[src/rtl/issueq_lane_arbiter.sv]
// Round-robin arbiter that picks one ready issue-queue entry per cycle for a single issue lane.
// Grants are registered, held under back-pressure, and counted with a saturating statistic.
module issueq_lane_arbiter #(
  parameter int NUM_REQ = 16,
  parameter int IDX_W   = 4,
  parameter int CNT_W   = 16
) (
  input  logic               clk,
  input  logic               reset,
  input  logic [NUM_REQ-1:0] request_i,
  input  logic               stall_i,
  input  logic               flush_i,
  output logic               grantValid_o,
  output logic [IDX_W-1:0]   grantIdx_o,
  output logic [NUM_REQ-1:0] grantOneHot_o,
  output logic [CNT_W-1:0]   grantCount_o
);

  logic [IDX_W-1:0]   rr_ptr_p1;
  logic               fresh_p1;
  logic               vld_p1;
  logic [IDX_W-1:0]   idx_p1;
  logic [NUM_REQ-1:0] onehot_p1;
  logic [CNT_W-1:0]   cnt_p1;

  logic [NUM_REQ-1:0] last_grant_p0;
  logic [NUM_REQ-1:0] cand_p0;
  logic               hit_p0;
  logic [IDX_W-1:0]   sel_idx_p0;
  logic [IDX_W-1:0]   probe_p0;

  function automatic logic [CNT_W-1:0] sat_inc(input logic [CNT_W-1:0] cnt);
    if (&cnt) return cnt;
    return cnt + CNT_W'(1);
  endfunction

  function automatic logic [NUM_REQ-1:0] onehot_of(input logic [IDX_W-1:0] idx);
    logic [NUM_REQ-1:0] vec;
    vec      = '0;
    vec[idx] = 1'b1;
    return vec;
  endfunction

  // ---- p0: candidate masking and rotating priority search ----
  // Only a grant issued in the previous cycle is masked; one that was held
  // under stall already had its clear window, so it may compete again.
  assign last_grant_p0 = (vld_p1 && fresh_p1) ? onehot_p1 : '0;
  assign cand_p0       = request_i & ~last_grant_p0;

  always_comb begin
    hit_p0     = 1'b0;
    sel_idx_p0 = '0;
    probe_p0   = '0;
    for (int i = 0; i < NUM_REQ; i++) begin
      probe_p0 = rr_ptr_p1 + IDX_W'(i);
      if (!hit_p0 && cand_p0[probe_p0]) begin
        hit_p0     = 1'b1;
        sel_idx_p0 = probe_p0;
      end
    end
  end

  // ---- p1: registered grant, pointer and statistics ----
  always_ff @(posedge clk or posedge reset) begin
    if (reset) begin
      rr_ptr_p1 <= '0;
      fresh_p1  <= 1'b0;
      vld_p1    <= 1'b0;
      idx_p1    <= '0;
      onehot_p1 <= '0;
      cnt_p1    <= '0;
    end else if (flush_i) begin
      rr_ptr_p1 <= '0;
      fresh_p1  <= 1'b0;
      vld_p1    <= 1'b0;
      onehot_p1 <= '0;
    end else if (stall_i) begin
      fresh_p1  <= 1'b0;
    end else if (hit_p0) begin
      rr_ptr_p1 <= sel_idx_p0 + IDX_W'(1);
      fresh_p1  <= 1'b1;
      vld_p1    <= 1'b1;
      idx_p1    <= sel_idx_p0;
      onehot_p1 <= onehot_of(sel_idx_p0);
      cnt_p1    <= sat_inc(cnt_p1);
    end else begin
      fresh_p1  <= 1'b0;
      vld_p1    <= 1'b0;
      onehot_p1 <= '0;
    end
  end

  assign grantValid_o  = vld_p1;
  assign grantIdx_o    = idx_p1;
  assign grantOneHot_o = onehot_p1;
  assign grantCount_o  = cnt_p1;

endmodule

[config.mk]
export PLATFORM = sky130hd
export DESIGN_NAME = issueq_lane_arbiter
export DESIGN_NICKNAME = d
export VERILOG_FILES = /design/src/rtl/issueq_lane_arbiter.sv
export SDC_FILE = /design/constraint.sdc
export NUM_CORES = 1
export LEC_CHECK = 0
export CORE_MARGIN = 5
export CORE_UTILIZATION = 50
export DETAILED_ROUTE_END_ITERATION = 7
export GPL_TIMING_DRIVEN = 0
export PLACE_DENSITY = 0.72
export SKIP_LAST_GASP = 1
export SLEW_MARGIN = 20
export SYNTH_ARGS = -nofsm -noshare
export SYNTH_HDL_FRONTEND = slang
export SYNTH_SLANG_ARGS = --single-unit
[constraint.sdc]
create_clock -name clk -period 5.3 [get_ports clk]
set_input_delay 1.06 -clock clk [delete_from_list [all_inputs] [get_ports clk]]
set_output_delay 1.06 -clock clk [all_outputs]
set_load 0.02 [all_outputs]
==> results.md <==
* Outcome: finished clean
* CTS Sinks at 42
* Worst min-delay path class: reg -> reg
* DR pass1 iterations at 5
* Ys flop type: dfrtp_1
* Ports at 57
* Die Area at 12,300 um^2
* Total grt overflow at 0
* Vias in the first global route at 5,174
* RePlAce Congestion at 1.00
* Routed WL per cell at 24.2 um
* RSZ-0062 raised after global routing: false
* Clk_lat worst skew at 300 ps
* Commonest non-fill, non-tap cell in the layout: nand2_1
* Total GRT Usage at 29.7%
* CP required at 5520 ps
* DRC viols at 0
* Pwr dens at 789 nW/um^2
* Post-synthesis mux area share at 14.2%
* Crit Path Class: in -> reg
* Initial Util at 51.7%
* DR vias/cell at 6.97
* Syn Inst Count at 592
* First-pass GRT wire length at 29,100 um
* Fin worst setup slack at 246 ps
* Commonest cells after routing, fill and taps aside: nand2_1 (65), clkdlybuf4s50_1 (56), dfrtp_1 (41), nor2_1 (39), nand3_1 (33)
* R2R setup slack at 270 ps
* Post-synthesis sequential area ratio at 20.6%
* DP Area at 5850 um^2
* Crit-path max FO at 8
* Achievable Freq at 198 MHz
* Die width at 111 um
* CTS H-Tree Depth at 2
* Initial antenna violation count at 0
* CTS hold repair buffers at 0
* Initial DRC Count at 614
* # diodes at 0
* Syn avg cell area at 8.62 um^2
* Crit end category: flip-flop
* Fraction of registers with async set/reset at 100%
* Row cnt at 36
* Max-slew violations at 0
* Kind of cell with the highest combined delay on the critical path: simple AND/OR/NAND/NOR gates
* Hold Crit Start: grantIdx_o[2]
* Reg-to-reg endpoint: grantOneHot_o[15]
* Slew headroom at 44.0%
* TritonCTS Buffers at 5
* Worst path cell trace: clkdlybuf4s50_1 -> nor2b_1 -> a32o_2 -> mux2_4 -> mux4_2 -> nor3_4 -> nand4_4 -> or2_4 -> nor4_2 -> nor4b_2 -> mux2_4 -> inv_1 -> ha_1 -> o21ai_0 -> a311oi_1
* Worst Tran Pin Value at 834 ps
* IO Port Bufs at 56
* Die height at 111 um
* Net count reported at finish at 690
* Slowest CP cell: mux4_2
* Worst IR Drop VDD at 0.000346 V
* CTS tree: built
* Critical path launch point type: input pin
* Pleak at 0.00250 uW
* Synth Area in Adders at 2.94%
* Worst-case reg-to-reg path depth at 18
* Number of synthesized register bits at 42
* Drt total wl at 19,200 um
* WHS Endpoint: grantIdx_o[2]
* Synth-to-Final Area Change at 22.6%
* CORE AREA at 9860 um^2
* Detail Route Antenna Nets at 0
* Cell mode on critical path: mux2_4
* Fin. Hold Viols at 0
* Pre-CTS setup slack at -682 ps
* Synth warn at 0
* Simple-gate portion of the synthesized area at 25.4%
* Hold Path Cell Cnt at 1
* WP buf/inv at 2
* Clock-pin slew on the worst setup and hold paths at 90 ps
* Post-synth EDFFs at 0
* Final worst-path cycle share at 95.4%
* Compound-Gate Fraction of Synth Area at 26.1%
* Vias at 5,521
* Layout cell share with drive strength beyond 1 at 20.3%
* Worst clock skew at 12.2 ps
* Post-Synth XOR/XNOR Area at 4.93%
* Post-Syn Area at 5100 um^2
* Syn nets at 624
* Finished Cell Area at 6250 um^2
* Largest family of logic cells by synthesized area: compound AO/OA/AOI/OAI gates
* Setup violations, final at 0
* Reg-to-Reg Start: rr_ptr_p1[0]
* Final core utilization at 63.4%
* Post-DP HPWL at 15,000 um
* Largest net degree at the start of global routing at 35
* Final worst path period need at 5050 ps
* Synth cell types at 99
* # fillers at 800
* Maximum clock insertion buffer count at 2
* CP arrival at 5270 ps
* Root Buffer: clkbuf_8
* Crit-path max cell delay at 590 ps
* Max-Cap Viols at 0
[power breakdown]
group	total [uW]	switching (uW)	internal [uW]
logic	4170	2530	1640
clock network	311	110	201
registers	459	72.5	387
total	4940	2710	2230
[through the flow]
stage	hold slack (ps)	power (uW)	cells	setup TNS [ps]
after detailed placement	465	4210	782	-14490
after global routing	500	5200	792	0
after CTS	485	4610	789	0
after global placement	463	4140	781	-11570
after floorplan	593	3160	592	0
final	479	4940	792	0
[cells in the mapped netlist, drive strengths merged, types with 6 or more instances]
master  count  area (um^2)
nand2b     15          111
o32ai      18          158
inv        23         86.3
mux2i       6         76.3
o21ai      19         95.1
clkbuf     18         67.6
a21oi      19         98.9
a211oi      7         67.6
xor2        7         68.8
and3       23          145
nor2b       7         43.8
nor3       11         76.3
xnor2      20          183
and2        6         40.0
buf        22          134
a32o       19          191
or2         8         52.6
mux2        9          109
nor2       40          150
nand3      35          193
a31oi       7         58.8
ha         12          150
nand2      65          244
mux4       24          541
o22ai       9         56.3
nor4        9         62.6
dfrtp      42         1050
[sequential cells by signal (all words and copies together) (netlist names)]
| signal | flops |
|---|---|
| grantCount_o | 16 |
| grantOneHot_o | 16 |
| grantIdx_o | 4 |
| rr_ptr_p1 | 4 |
| fresh_p1 | 1 |
| grantValid_o | 1 |
[how the worst max path moves through the flow]
stage	from	to	slack, ps	cells after the start
final	request_i[9]	rr_ptr_p1[2]	250	15
after global placement	rr_ptr_p1[0]	rr_ptr_p1[2]	-620	21
after global routing	rr_ptr_p1[0]	rr_ptr_p1[2]	30	20
after CTS	rr_ptr_p1[0]	rr_ptr_p1[2]	6	17
after detailed placement	rr_ptr_p1[0]	rr_ptr_p1[2]	-680	21
after floorplan	rr_ptr_p1[0]	rr_ptr_p1[2]	550	21
[timing repair]
action,4_1_cts,5_1_grt
pin swaps,0,4
setup buffers,0,3
endpoints found under the setup margin,39,31
resized for setup,18,39
[layer usage]
metal / routed length, um / GRT usage [%]
met3: 1940 / 6.93
met5: 0 / 0
met2: 9080 / 48.2
met1: 7460 / 38.2
met4: 706 / 12.6
[cell families after synthesis]
group,after synthesis
fa+ha+maj,12
mux,39
compound gates,167
buf+inv,66
xor+xnor,27
simple gates,239
flops,42
[cell type report]
class                           count  area, um^2  share of cell area, %
Clock buffer                        6        82.6                   1.32
Buffer                             39         226                   3.62
Multi-Input combinational cell    484        3950                   63.1
Timing Repair Buffer               60         616                   9.84
Sequential cell                    42        1050                   16.8
Clock inverter                      2        60.1                  0.960
Inverter                           26         105                   1.68
Tap cell                          133         166                   2.66
Power figures use the tool's default switching activity.
